## src/rtl/imem_boot_loader.sv

```systemverilog
// Byte-stream program loader: length header, big-endian word assembly into
// instruction memory, XOR checksum verification and CPU release.
module imem_boot_loader #(
    parameter int ADDR_WIDTH = 8,
    parameter int MAX_WORDS  = 256
) (
    input  logic                  clk,
    input  logic                  rst,
    input  logic                  start,
    input  logic [7:0]            in_data,
    input  logic                  in_valid,
    output logic                  in_ready,
    output logic                  imem_we,
    output logic [ADDR_WIDTH-1:0] imem_addr,
    output logic [31:0]           imem_wdata,
    output logic [ADDR_WIDTH:0]   word_count,
    output logic                  load_done,
    output logic                  load_err,
    output logic                  cpu_run
);

    typedef enum logic [2:0] {
        S_IDLE   = 3'd0,
        S_LEN_HI = 3'd1,
        S_LEN_LO = 3'd2,
        S_DATA   = 3'd3,
        S_CHECK  = 3'd4,
        S_DONE   = 3'd5,
        S_ERROR  = 3'd6
    } state_t;

    localparam logic [ADDR_WIDTH:0] WC_ONE = {{ADDR_WIDTH{1'b0}}, 1'b1};
    localparam logic [ADDR_WIDTH:0] WC_ZERO = {(ADDR_WIDTH+1){1'b0}};

    function automatic logic [7:0] csum_update(input logic [7:0] acc, input logic [7:0] b);
        return acc ^ b;
    endfunction

    function automatic logic accepts_bytes(input state_t s);
        logic r;
        case (s)
            S_LEN_HI, S_LEN_LO, S_DATA, S_CHECK: r = 1'b1;
            default:                             r = 1'b0;
        endcase
        return r;
    endfunction

    state_t                state_q, state_d;
    logic [7:0]            len_hi_q, len_hi_d;
    logic [ADDR_WIDTH:0]   len_q, len_d;
    logic [23:0]           asm_q, asm_d;
    logic [1:0]            byte_cnt_q, byte_cnt_d;
    logic [7:0]            csum_q, csum_d;
    logic                  in_ready_q, in_ready_d;
    logic                  imem_we_q, imem_we_d;
    logic [ADDR_WIDTH-1:0] imem_addr_q, imem_addr_d;
    logic [31:0]           imem_wdata_q, imem_wdata_d;
    logic [ADDR_WIDTH:0]   word_count_q, word_count_d;
    logic                  load_done_q, load_done_d;
    logic                  load_err_q, load_err_d;
    logic                  cpu_run_q, cpu_run_d;

    logic                  accept_s;
    logic [15:0]           full_len_s;
    logic [ADDR_WIDTH:0]   word_count_inc_s;

    assign accept_s         = in_valid && in_ready_q;
    assign full_len_s       = {len_hi_q, in_data};
    assign word_count_inc_s = word_count_q + WC_ONE;

    // Next-state and next-output computation for the whole loader.
    always_comb begin
        state_d      = state_q;
        len_hi_d     = len_hi_q;
        len_d        = len_q;
        asm_d        = asm_q;
        byte_cnt_d   = byte_cnt_q;
        csum_d       = csum_q;
        imem_we_d    = 1'b0;
        imem_addr_d  = imem_addr_q;
        imem_wdata_d = imem_wdata_q;
        word_count_d = word_count_q;
        load_done_d  = load_done_q;
        load_err_d   = load_err_q;
        cpu_run_d    = cpu_run_q;

        if (start) begin
            // A restart drops any partial word; the byte on in_data is not consumed.
            state_d      = S_LEN_HI;
            word_count_d = WC_ZERO;
            byte_cnt_d   = 2'd0;
            csum_d       = 8'h00;
            asm_d        = 24'h000000;
            load_done_d  = 1'b0;
            load_err_d   = 1'b0;
            cpu_run_d    = 1'b0;
        end else if (accept_s) begin
            case (state_q)
                S_LEN_HI: begin
                    len_hi_d = in_data;
                    state_d  = S_LEN_LO;
                end
                S_LEN_LO: begin
                    len_d = full_len_s[ADDR_WIDTH:0];
                    if (32'(full_len_s) > 32'(MAX_WORDS)) begin
                        state_d    = S_ERROR;
                        load_err_d = 1'b1;
                    end else if (full_len_s == 16'h0000) begin
                        state_d = S_CHECK;
                    end else begin
                        state_d = S_DATA;
                    end
                end
                S_DATA: begin
                    csum_d     = csum_update(csum_q, in_data);
                    byte_cnt_d = byte_cnt_q + 2'd1;
                    if (byte_cnt_q == 2'd3) begin
                        imem_we_d    = 1'b1;
                        imem_wdata_d = {asm_q, in_data};
                        imem_addr_d  = word_count_q[ADDR_WIDTH-1:0];
                        word_count_d = word_count_inc_s;
                        asm_d        = 24'h000000;
                        if (word_count_inc_s == len_q) begin
                            state_d = S_CHECK;
                        end else begin
                            state_d = S_DATA;
                        end
                    end else begin
                        asm_d = {asm_q[15:0], in_data};
                    end
                end
                S_CHECK: begin
                    if (in_data == csum_q) begin
                        state_d     = S_DONE;
                        load_done_d = 1'b1;
                        cpu_run_d   = 1'b1;
                    end else begin
                        state_d    = S_ERROR;
                        load_err_d = 1'b1;
                    end
                end
                default: begin
                    state_d = state_q;
                end
            endcase
        end else begin
            state_d = state_q;
        end

        in_ready_d = accepts_bytes(state_d);
    end

    // State and registered outputs; reset leaves memory untouched.
    always_ff @(posedge clk) begin
        if (rst) begin
            state_q      <= S_IDLE;
            len_hi_q     <= 8'h00;
            len_q        <= WC_ZERO;
            asm_q        <= 24'h000000;
            byte_cnt_q   <= 2'd0;
            csum_q       <= 8'h00;
            in_ready_q   <= 1'b0;
            imem_we_q    <= 1'b0;
            imem_addr_q  <= {ADDR_WIDTH{1'b0}};
            imem_wdata_q <= 32'h00000000;
            word_count_q <= WC_ZERO;
            load_done_q  <= 1'b0;
            load_err_q   <= 1'b0;
            cpu_run_q    <= 1'b0;
        end else begin
            state_q      <= state_d;
            len_hi_q     <= len_hi_d;
            len_q        <= len_d;
            asm_q        <= asm_d;
            byte_cnt_q   <= byte_cnt_d;
            csum_q       <= csum_d;
            in_ready_q   <= in_ready_d;
            imem_we_q    <= imem_we_d;
            imem_addr_q  <= imem_addr_d;
            imem_wdata_q <= imem_wdata_d;
            word_count_q <= word_count_d;
            load_done_q  <= load_done_d;
            load_err_q   <= load_err_d;
            cpu_run_q    <= cpu_run_d;
        end
    end

    assign in_ready   = in_ready_q;
    assign imem_we    = imem_we_q;
    assign imem_addr  = imem_addr_q;
    assign imem_wdata = imem_wdata_q;
    assign word_count = word_count_q;
    assign load_done  = load_done_q;
    assign load_err   = load_err_q;
    assign cpu_run    = cpu_run_q;

endmodule

```

## config.mk

```make
export PLATFORM = sky130hd
export DESIGN_NAME = imem_boot_loader
export DESIGN_NICKNAME = d
export VERILOG_FILES = /design/src/rtl/imem_boot_loader.sv
export SDC_FILE = /design/constraint.sdc
export NUM_CORES = 1
export LEC_CHECK = 0
export BUFFER_PORTS_ARGS = -buffer_cell sky130_fd_sc_hd__buf_4
export CAP_MARGIN = 0
export CORE_MARGIN = 3
export CORE_UTILIZATION = 50
export CTS_BUF_LIST = sky130_fd_sc_hd__clkbuf_4 sky130_fd_sc_hd__clkbuf_8 sky130_fd_sc_hd__clkbuf_16
export DETAILED_ROUTE_END_ITERATION = 12
export GPL_TIMING_DRIVEN = 0
export PLACE_DENSITY = 0.84
export SLEW_MARGIN = 20
export SYNTH_ARGS = -nofsm -noshare
export SYNTH_HDL_FRONTEND = slang
export SYNTH_SLANG_ARGS = --single-unit
```

## constraint.sdc

```tcl
create_clock -name clk -period 2.3 [get_ports clk]
set_clock_uncertainty 0.2 [all_clocks]
set_input_delay 0 -clock clk [delete_from_list [all_inputs] [get_ports clk]]
set_output_delay 0 -clock clk [all_outputs]
set_load 0.01 [all_outputs]
```

==> results of run 1 <==
[area by class of cell]
type	instances	area [um2]
well taps	108	135
plain buffers	43	196
repair buffers	72	569
multi-input cells	387	2260
clock buffers	10	138
fillers	736	3220
flip-flops and latches	107	2160
clock inverters	6	60.1
inverters	6	22.5
[sequential cells by signal, summed over array words and instances, names as in the netlist, 2 cells and up]
register	count
byte_cnt_q	2
len_hi_q	8
csum_q	8
len_q	9
imem_addr	8
word_count	9
state_q	3
asm_q	24
imem_wdata	32
[worst min path at each step]
stage                      end  slack, ps
floorplan           state_q[1]       -120
global placement    state_q[1]         50
detailed placement  state_q[1]         50
CTS                   in_ready         90
global route          in_ready        170
finish                in_ready         90
[report_power, final]
group          internal (mW)  switching, mW  total, mW  leakage [nW]
clock                  0.446          0.678       1.12         0.100
combinational         0.0412         0.0839      0.125          1.13
sequential              1.85        0.00321       1.86         0.866
[synth_stat cells, types with 2 or more instances]
master	instances	share of area
sky130_fd_sc_hd__nor3_1	5	0.0055
sky130_fd_sc_hd__ha_1	2	0.0055
sky130_fd_sc_hd__a31oi_1	3	0.0041
sky130_fd_sc_hd__nand3b_1	25	0.041
sky130_fd_sc_hd__nand2_1	126	0.10
sky130_fd_sc_hd__xnor2_1	17	0.033
sky130_fd_sc_hd__nand3_1	7	0.0077
sky130_fd_sc_hd__inv_1	5	0.0041
sky130_fd_sc_hd__buf_1	5	0.0041
sky130_fd_sc_hd__o21ai_0	6	0.0066
sky130_fd_sc_hd__clkbuf_1	33	0.027
sky130_fd_sc_hd__xor2_1	18	0.035
sky130_fd_sc_hd__nand4_1	8	0.011
sky130_fd_sc_hd__and3_1	3	0.0041
sky130_fd_sc_hd__nor2_1	46	0.038
sky130_fd_sc_hd__nor4_2	2	0.0055
sky130_fd_sc_hd__buf_6	2	0.0050
sky130_fd_sc_hd__dfxtp_1	107	0.47
sky130_fd_sc_hd__mux2i_1	19	0.042
sky130_fd_sc_hd__a21oi_1	68	0.075
sky130_fd_sc_hd__nor4_1	4	0.0055
sky130_fd_sc_hd__buf_2	5	0.0055
sky130_fd_sc_hd__o211a_1	2	0.0044
[routing by layer]
layer  GRT usage  wire (um)  vias to the layer above  part of all wire
li1            -          -                     1979                 -
met1       0.274       4860                     1914              0.44
met2       0.359       5310                      136              0.48
met3      0.0303        588                       16             0.054
met4      0.0859        192                        0             0.018
met5           0          0                        -                 0
[repair_timing]
item                                    in CTS  in global routing
hold endpoints to repair                    52                  0
endpoints found under the setup margin      47                 51
pin swaps                                    4                  5
hold buffers                                10                  0
gates resized for setup                     17                 21
setup buffers                                3                  3
[per-stage QoR]
step | std cells | utilization | setup WS (ps)
finish | 739 | 0.632 | 14.9
global route | 739 | 0.632 | -126
CTS | 738 | 0.622 | 15.1
detailed placement | 710 | 0.581 | -416
global placement | 710 | 0.581 | -333
floorplan | 546 | - | 51.9
[worst reg2reg max path, cell delays in order (launching register included)]
cell	delay [ps]
sky130_fd_sc_hd__dfxtp_2	370
sky130_fd_sc_hd__xor2_1	230
sky130_fd_sc_hd__or4_1	530
sky130_fd_sc_hd__o211a_1	160
sky130_fd_sc_hd__o21ai_4	110
sky130_fd_sc_hd__nand4_1	150
sky130_fd_sc_hd__a211o_1	320
sky130_fd_sc_hd__mux2i_1	120
[kinds of logic after synthesis]
group	count (synthesis)	share of synthesized area
XOR/XNOR	36	0.0726
AND/OR/NAND/NOR	236	0.240
buffers and inverters	52	0.0486
adder cells (fa/ha/maj)	2	0.00552
AO/OA/AOI/OAI	94	0.118
flip-flops	107	0.473
multiplexers	19	0.0420
==> qor.txt, run 1 <==
STATUS
---------------------------------------------------------------------------------
Result of the run .................................................. finished clean

CRITICAL PATH
---------------------------------------------------------------------------------
CP Launch Type .....................................................         flop
Reg-to-reg critical path endpoint ..................................     in_ready
Startpoint-to-endpoint class of the critical path ..................      reg2reg
Largest stage delay on the critical path ...........................       520 ps
Critical path peak fanout ..........................................            5
Family with the most delay on the worst path ....................... simple AND/OR/NAND/NOR gates
CP Depth ...........................................................            7
Chain of cells forming the critical path ........................... xor2_1 > or4_1 > o211a_1 > o21ai_4 > nand4_1 > a211o_1 > mux2i_1
End point of the critical path .....................................     in_ready
Required time at the endpoint of the critical path .................      2370 ps
Data arrival time of the critical path .............................      2360 ps
Critical path endpoint category ....................................         flop
Crit Reg-Reg Startpoint ............................................ word_count[7]
Setup slack of the most critical reg-to-reg path ...................        10 ps
Number of cells on the worst reg-to-reg path .......................            7
Buffer and inverter count on the worst path ........................            0
Launch point of the critical path .................................. word_count[7]
Master of the slowest instance on the critical path ................ sky130_fd_sc_hd__or4_1

DIE
---------------------------------------------------------------------------------
Core area ..........................................................     8760 um2
Die height .........................................................       101 um
IO Count ...........................................................           66
Total Die Area .....................................................    10200 um2
Initial cell density of the core ...................................        0.517
Cell Rows ..........................................................           34
Width of the die ...................................................       101 um

CTS
---------------------------------------------------------------------------------
Register clock-pin slew on the reported worst setup and hold paths .       100 ps
Level count of the clock H-tree ....................................            3
CTS buffer count ...................................................            9
Cell at the root of the clock tree ................................. sky130_fd_sc_hd__clkbuf_8
Clock sinks ........................................................          107
Insertion delay to the later sink of the worst-skew pair ...........       380 ps
CTS Buffer Depth ...................................................            2
TritonCTS clock tree ...............................................        built

STA
---------------------------------------------------------------------------------
Final-report hold violation count ..................................            0
Tightest hold margin ...............................................      93.9 ps
Unrepaired setup endpoints after global routing ....................          yes
Post-layout min period .............................................      2290 ps
Slew at the pin closest to its max-slew limit ......................       635 ps
Final TNS setup ....................................................         0 ps
Fmax ...............................................................    0.438 GHz
Worst slew margin ..................................................        0.577
Max-slew violation count ...........................................            0
Final setup vio count ..............................................            0
Final clock period utilization by the worst path ...................        0.994

PLACE
---------------------------------------------------------------------------------
Area of placed instances ...........................................     5090 um2
Quantity of I/O buffers inserted on ports ..........................           56
DPL Wire Length ....................................................      7620 um
Placer congestion estimate .........................................        0.868

LOGIC SYNTHESIS
---------------------------------------------------------------------------------
Number of standard cells after synthesis ...........................          546
Post-synthesis cell type count .....................................           51
Warning count from the yosys run ...................................            0
Net count after synthesis ..........................................          560
Average cell area after synthesis ..................................     8.30 um2
Fraction of registers with async set/reset .........................            0
Number of storage elements in the synthesis netlist ................          107
Number of enable flip-flop cells after synthesis ...................            0
Register area share after synthesis ................................        0.473
Netlist Area Pre-Place .............................................     4530 um2
Post-synth top flop ................................................ sky130_fd_sc_hd__dfxtp_1

CELLS AND AREA
---------------------------------------------------------------------------------
Share of cells above drive strength 1 ..............................        0.184
Most common cell after layout, fill and taps aside ................. sky130_fd_sc_hd__nand2_1
Post-Layout Inst Area ..............................................     5540 um2
Diodes inserted ....................................................            0
Post-synthesis to final-layout area growth .........................        22.2%
NumNets Final ......................................................          640
Most frequent cells in the layout .................................. sky130_fd_sc_hd__nand2_1 (125), sky130_fd_sc_hd__dfxtp_1 (102), sky130_fd_sc_hd__a21oi_1 (68)

POWER AND IR DROP
---------------------------------------------------------------------------------
Highest ir drop seen on vdd ........................................     0.303 mV
Leakage ............................................................      2.10 nW
Total power ........................................................      3.10 mW
Power per Cell Area ................................................   560 nW/um2

HOLD PATH
---------------------------------------------------------------------------------
Startpoint of the most critical hold path ..........................          rst
Worst min-delay path category ......................................       in2reg
Hold Path Stages ...................................................            3

DRT
---------------------------------------------------------------------------------
Routed length per placed instance ..................................      14.8 um
Final ANT Viol Nets ................................................            0
Total length of routed wires .......................................     11000 um
Number of remaining DRC errors .....................................            0
Vias post-DR .......................................................         4045
Number of DRC markers after the initial detailed-route iteration ...          197
Vias/cell ..........................................................         5.47
Total iterations of the first detailed-routing run .................            5

GRT
---------------------------------------------------------------------------------
Maximum number of pins on one net before global-route repair .......           20
Overflow left after global routing .................................            0
Vias in the first global route .....................................         3658
Number of antenna violations at the first check in global routing ..            0
Overall routing resource usage .....................................        0.213
First-pass GRT wire length .........................................     17500 um

RUN
---------------------------------------------------------------------------------
Maximum capacitance violations .....................................            0

Note: power is estimated with default switching activity, not from simulation.
==> run 2, diff against run 1 <==
Settings changed: BUFFER_PORTS_ARGS -buffer_cell sky130_fd_sc_hd__buf_4 to unset, DONT_BUFFER_PORTS set to 1, GPL_TIMING_DRIVEN 0 to 1, PLACE_DENSITY 0.84 to 0.78.
==> run 2 against run 1 <==
- power rose by 0.86%
- register-to-register slack improved by 50 ps
- setup slack improved by 51 ps
- final cell count fell by 11%
==> qor.txt, run 2 (same netlist as run 1, synthesis figures left out) <==
STATUS
---------------------------------------------------------------------------------
Result of the run .................................................. finished clean

CRITICAL PATH
---------------------------------------------------------------------------------
Critical path endpoint category ....................................         flop
Master of the slowest instance on the critical path ................ sky130_fd_sc_hd__a2111o_1
Family with the most delay on the worst path ....................... compound AO/OA/AOI/OAI gates
Largest stage delay on the critical path ...........................       420 ps
Required time at the endpoint of the critical path .................      2360 ps
Data arrival time of the critical path .............................      2290 ps
Setup slack of the most critical reg-to-reg path ...................        70 ps
CP Launch Type .....................................................         flop
Startpoint-to-endpoint class of the critical path ..................      reg2reg
Critical path peak fanout ..........................................            7
Chain of cells forming the critical path ........................... buf_6 > and4_1 > a2111o_1 > o211a_1 > o21ai_2 > nand4_1 > a211o_1 > mux2i_1
Buffer and inverter count on the worst path ........................            1

DRT
---------------------------------------------------------------------------------
Total length of routed wires .......................................     10600 um
Total iterations of the first detailed-routing run .................            4
Vias post-DR .......................................................         3678
Final ANT Viol Nets ................................................            0
Number of DRC markers after the initial detailed-route iteration ...          207
Routed length per placed instance ..................................      16.2 um
Number of remaining DRC errors .....................................            0
Vias/cell ..........................................................         5.60

PLACE
---------------------------------------------------------------------------------
Total instance count after detailed placement ......................          626
Quantity of I/O buffers inserted on ports ..........................            0
Placer congestion estimate .........................................        0.871
Worst slack at placement ...........................................      16.9 ps
DPL Wire Length ....................................................      6730 um

GRT
---------------------------------------------------------------------------------
Overflow left after global routing .................................            0
Vias in the first global route .....................................         3484
Overall routing resource usage .....................................        0.208
Maximum number of pins on one net before global-route repair .......           62
Number of antenna violations at the first check in global routing ..            0
First-pass GRT wire length .........................................     17100 um

DIE
---------------------------------------------------------------------------------
Core area ..........................................................     8760 um2
IO Count ...........................................................           66
Cell Rows ..........................................................           34
Initial cell density of the core ...................................        0.517
Total Die Area .....................................................    10200 um2
Die height .........................................................       101 um
Width of the die ...................................................       101 um

STA
---------------------------------------------------------------------------------
Post-layout min period .............................................      2230 ps
Final-report hold violation count ..................................            0
Final setup vio count ..............................................            0
Fmax ...............................................................    0.448 GHz
Worst slew margin ..................................................        0.422
Max-slew violation count ...........................................            0
Slew at the pin closest to its max-slew limit ......................       867 ps
Final WS setup .....................................................      65.7 ps
Final clock period utilization by the worst path ...................        0.971

CTS
---------------------------------------------------------------------------------
Clock sinks ........................................................          107
TritonCTS clock tree ...............................................        built
CTS buffer count ...................................................            9
Register clock-pin slew on the reported worst setup and hold paths .       100 ps
Cell at the root of the clock tree ................................. sky130_fd_sc_hd__clkbuf_8
CTS Buffer Depth ...................................................            2
Level count of the clock H-tree ....................................            3
Insertion delay to the later sink of the worst-skew pair ...........       370 ps

CELLS AND AREA
---------------------------------------------------------------------------------
Most common cell after layout, fill and taps aside ................. sky130_fd_sc_hd__nand2_1
Post-synthesis to final-layout area growth .........................        11.1%
Diodes inserted ....................................................            0
Non-Filler Instances ...............................................          657
Share of cells above drive strength 1 ..............................        0.104
Max FFs per register ...............................................           32
NumNets Final ......................................................          558
Most frequent cells in the layout .................................. sky130_fd_sc_hd__nand2_1 (126), sky130_fd_sc_hd__dfxtp_1 (103), sky130_fd_sc_hd__a21oi_1 (68)

POWER AND IR DROP
---------------------------------------------------------------------------------
Power per Cell Area ................................................   622 nW/um2
Highest ir drop seen on vdd ........................................     0.357 mV
Leakage ............................................................      1.79 nW

RUN
---------------------------------------------------------------------------------
Maximum capacitance violations .....................................            0

HOLD PATH
---------------------------------------------------------------------------------
Worst min-delay path category ......................................       in2reg

==> run 2: changes by cell type in the layout (fill, tap and decap cells not counted), moves of 3 or more <==
cell	change
sky130_fd_sc_hd__clkbuf_1	-30
sky130_fd_sc_hd__dfxtp_4	-3
sky130_fd_sc_hd__clkinv_4	-3
sky130_fd_sc_hd__buf_2	-6
sky130_fd_sc_hd__buf_4	-44
==> run 2: path summary, 6_finish.rpt <==
check | from | end | cells after the start
max reg2reg | word_count[1] | in_ready | 8
min reg2reg | asm_q[23] | imem_wdata[31] | 2
min | in_data[3] | load_err | 6
max | word_count[1] | in_ready | 8
==> run 2: area by class of cell <==
cell class | instances | area (um2)
Inverter | 6 | 22.5
Clock inverter | 7 | 75.1
Tap cell | 108 | 135
Timing Repair Buffer | 33 | 315
Sequential cell | 107 | 2150
Fill cell | 800 | 3730
Multi-Input combinational cell | 387 | 2220
Clock buffer | 9 | 124
==> run 2: worst register-to-register path: cells and delay by family, from the launching register on <==
family | cells | cell delay [ps]
flops | 1 | 350
simple gates | 2 | 360
mux | 1 | 120
buf+inv | 1 | 140
compound gates | 4 | 960
==> run 2: per-layer routing <==
metal / GRT usage / share of wire / vias up
li1: - / - / 1817
met1: 0.282 / 0.44 / 1740
met2: 0.337 / 0.49 / 114
met3: 0.0537 / 0.067 / 7
met4: 0.0450 / 0.010 / 0
met5: 0 / 0 / -
==> run 2: report_power, final <==
group          switching, mW  internal, mW  leakage [nW]  total [mW]
sequential           0.00568          1.86         0.864        1.86
clock                  0.648         0.511        0.0975        1.16
combinational         0.0722        0.0388         0.830       0.111
total                  0.726          2.41          1.79        3.13
==> run 2: through the flow <==
stage | power [mW] | util | hold WS [ps] | instance area (um2) | setup TNS, ps
after global routing | 3.25 | 0.575 | 108 | 5030 | -0.298
after floorplan | 1.97 | - | -124 | 4530 | 0
after global placement | 1.96 | 0.527 | -125 | 4620 | 0
after detailed placement | 1.96 | 0.527 | -124 | 4620 | 0
after CTS | 3.15 | 0.567 | 12.4 | 4970 | 0
final | 3.13 | 0.575 | 48.1 | 5030 | 0
==> run 2: repair_timing <==
item / in CTS / in global routing
pin swaps: 1 / 4
endpoints found under the hold margin: 80 / 0
endpoints found under the setup margin: 1 / 4
hold buffers: 12 / 0
gates resized for setup: 1 / 13
buffers inserted: 1 / 2
==> run 3, diff against run 2 <==
Settings changed: ABC_AREA set to 1, CORE_MARGIN 3 to unset.
==> run 3 against run 2 <==
- design area decreased by 2.3%
- critical path depth grew 9
- die area decreased by 9.6%
- largest cell class is now sequential cells
==> qor.txt, run 3 <==
LOGIC SYNTHESIS
---------------------------------------------------------------------------------
Net count after synthesis ..........................................          619
Number of storage elements in the synthesis netlist ................          107
Most frequent cells after synthesis ................................ sky130_fd_sc_hd__nor2_1 (111), sky130_fd_sc_hd__dfxtp_1 (107), sky130_fd_sc_hd__nand2_1 (85)
Number of enable flip-flop cells after synthesis ...................            0
Library cell with the highest instance count after synthesis ....... sky130_fd_sc_hd__nor2_1
Warning count from the yosys run ...................................            0
Register area share after synthesis ................................        0.483
Most area-hungry cell type in the Yosys netlist .................... sky130_fd_sc_hd__dfxtp_1
Average cell area after synthesis ..................................     7.33 um2
Number of standard cells after synthesis ...........................          605
Post-synth top flop ................................................ sky130_fd_sc_hd__dfxtp_1
Top cells by area in the synthesized netlist ....................... sky130_fd_sc_hd__dfxtp_1 (48%), sky130_fd_sc_hd__nor2_1 (9.4%), sky130_fd_sc_hd__o21ai_0 (8.1%)
Fraction of synthesized cell area taken by the top area cell type ..        0.483
Netlist Area Pre-Place .............................................     4440 um2
Post-synthesis cell type count .....................................           29
Fraction of registers with async set/reset .........................            0

CELLS AND AREA
---------------------------------------------------------------------------------
Post-Layout Inst Area ..............................................     4920 um2
Post-synthesis to final-layout area growth .........................        10.8%
Max FFs per register ...............................................           32
Diodes inserted ....................................................            0
Share of cells above drive strength 1 ..............................        0.111
Most frequent cells in the layout .................................. sky130_fd_sc_hd__nor2_1 (110), sky130_fd_sc_hd__dfxtp_1 (100), sky130_fd_sc_hd__nand2_1 (84)
NumNets Final ......................................................          628
Most common cell after layout, fill and taps aside ................. sky130_fd_sc_hd__nor2_1
Non-Filler Instances ...............................................          727

POWER AND IR DROP
---------------------------------------------------------------------------------
Highest ir drop seen on vdd ........................................     0.376 mV
Power share of the clock group .....................................        0.370
Fraction of power consumed by sequential logic .....................        0.590
Combinational share of power .......................................        0.040
Leakage ............................................................      2.02 nW
Switching part of the total ........................................        0.261
Power per Cell Area ................................................   642 nW/um2
Power dissipated by switching net loads ............................     0.823 mW
Design internal power ..............................................      2.33 mW

CRITICAL PATH
---------------------------------------------------------------------------------
Data arrival time of the critical path .............................      2200 ps
Required time at the endpoint of the critical path .................      2420 ps
Chain of cells forming the critical path ........................... ha_4 > inv_1 > nand2_1 > nand2_1 > nor2_1 > nand2_1 > nor2_1 > nand3_1 > nor2_2 > nand3_1 > nand2_1 > nand2_1 > nand2_2 > nand3_2 > nand2_1 > inv_1 > nor2_2
Critical path peak fanout ..........................................            3
CP Launch Type .....................................................         flop
Largest stage delay on the critical path ...........................       350 ps
Critical path endpoint category ....................................         flop
Startpoint-to-endpoint class of the critical path ..................      reg2reg
Master of the slowest instance on the critical path ................ sky130_fd_sc_hd__dfxtp_2
Cell with the most instances on the worst path ..................... sky130_fd_sc_hd__nand2_1

CTS
---------------------------------------------------------------------------------
CTS Buffer Depth ...................................................            2
CTS buffer count ...................................................            9
Level count of the clock H-tree ....................................            3
Cell at the root of the clock tree ................................. sky130_fd_sc_hd__clkbuf_8
Clock sinks ........................................................          107
Setup repair bufs after CTS ........................................            0
TritonCTS clock tree ...............................................        built
Insertion delay to the later sink of the worst-skew pair ...........       380 ps
Register clock-pin slew on the reported worst setup and hold paths .       110 ps

DIE
---------------------------------------------------------------------------------
Core area ..........................................................     8640 um2
Die height .........................................................      96.2 um
Initial cell density of the core ...................................        0.514
Total Die Area .....................................................     9250 um2
Cell Rows ..........................................................           34
Width of the die ...................................................      96.2 um
IO Count ...........................................................           66

PLACE
---------------------------------------------------------------------------------
Quantity of I/O buffers inserted on ports ..........................            0
Area of placed instances ...........................................     4570 um2
DPL Wire Length ....................................................      7280 um
Placer congestion estimate .........................................        0.894
Total instance count after detailed placement ......................          700

STA
---------------------------------------------------------------------------------
Slew at the pin closest to its max-slew limit ......................       571 ps
Final-report hold violation count ..................................            0
Final TNS setup ....................................................         0 ps
Fmax ...............................................................    0.480 GHz
Unrepaired setup endpoints after global routing ....................           no
Final clock period utilization by the worst path ...................        0.906
Post-layout min period .............................................      2080 ps
Final setup vio count ..............................................            0
Worst slew margin ..................................................        0.618
Max-slew violation count ...........................................            0

DRT
---------------------------------------------------------------------------------
Total length of routed wires .......................................     10700 um
Vias/cell ..........................................................         5.54
Final ANT Viol Nets ................................................            0
Number of remaining DRC errors .....................................            0
Total iterations of the first detailed-routing run .................            5
Routed length per placed instance ..................................      14.8 um
Number of DRC markers after the initial detailed-route iteration ...          190
Vias post-DR .......................................................         4025

HOLD PATH
---------------------------------------------------------------------------------
Worst min-delay path category ......................................       in2reg

GRT
---------------------------------------------------------------------------------
First-pass GRT wire length .........................................     17300 um
Overall routing resource usage .....................................        0.244
Number of antenna violations at the first check in global routing ..            0
Overflow left after global routing .................................            0
Vias in the first global route .....................................         3715
Maximum number of pins on one net before global-route repair .......           52

STATUS
---------------------------------------------------------------------------------
Result of the run .................................................. finished clean

RUN
---------------------------------------------------------------------------------
Maximum capacitance violations .....................................            0

run 3: cell types whose count changed in the layout (fill, tap and decap cells not counted), sizes merged, moves of 6 or more:
cell,before,now
nand2,126,90
nor4,6,0
nor2,47,121
mux2i,19,0
nand3,7,49
nand3b,25,4
inv,8,47
xor2,18,4
nand4,8,2
o21ai,7,73
a21oi,68,61
xnor2,17,4
run 3: final cells by class:
cell class / count / area, um2
fillers: 807 / 3720
flip-flops and latches: 107 / 2150
well taps: 108 / 135
clock inverters: 7 / 78.8
repair buffers: 30 / 253
clock buffers: 9 / 124
multi-input cells: 422 / 2010
inverters: 44 / 165
run 3: cell families after synthesis:
family / share of synthesized area
flops: 0.483
fa+ha+maj: 0.00564
buf+inv: 0.0702
compound gates: 0.158
simple gates: 0.268
xor+xnor: 0.0158
run 3: worst paths after layout:
check / from / endpoint / slack (ps) / depth (start not counted)
worst max-delay path: word_count[0] / in_ready / 220 / 17
worst min-delay path: rst / state_q[0] / 180 / 2
worst max register to register: word_count[0] / in_ready / 220 / 17
worst min register to register: byte_cnt_q[0] / byte_cnt_q[0] / 270 / 1
run 3: metrics by stage:
stage               setup WS (ps)  hold WS (ps)   util  power, mW
detailed placement            155          -124  0.529       2.00
CTS                           117           175  0.565       3.18
global placement              224          -126  0.529       2.00
floorplan                     229          -131      -       1.97
finish                        216           182  0.569       3.16
global route                0.160           193  0.569       3.27
run 3: layer usage:
| metal | GRT usage | routed length [um] | vias to the layer above |
|---|---|---|---|
| met4 | 0.106 | 246 | 0 |
| met2 | 0.411 | 5140 | 138 |
| met5 | 0 | 0 | - |
| li1 | - | - | 1994 |
| met3 | 0.0395 | 634 | 22 |
| met1 | 0.308 | 4710 | 1871 |
run 3: timing repair:
item / in CTS / in global routing
hold buffers: 11 / 0
hold endpoints to repair: 89 / 0
resized for setup: 0 / 13
endpoints found under the setup margin: 0 / 1
run 3: worst max-delay path, delay by kind of cell (launching register included):
family / cells / cell delay, ps
adder cells (fa/ha/maj): 1 / 260
AND/OR/NAND/NOR: 14 / 1130
buffers and inverters: 2 / 80
flip-flops: 1 / 350
run 3: power groups by stage:
stage	Clock, mW	Sequential (mW)	Combinational, mW
after detailed placement	0	1.91	0.0924
after global routing	1.26	1.87	0.138
after CTS	1.19	1.86	0.124
after floorplan	0	1.91	0.0685
after global placement	0	1.91	0.0894
final	1.17	1.86	0.125
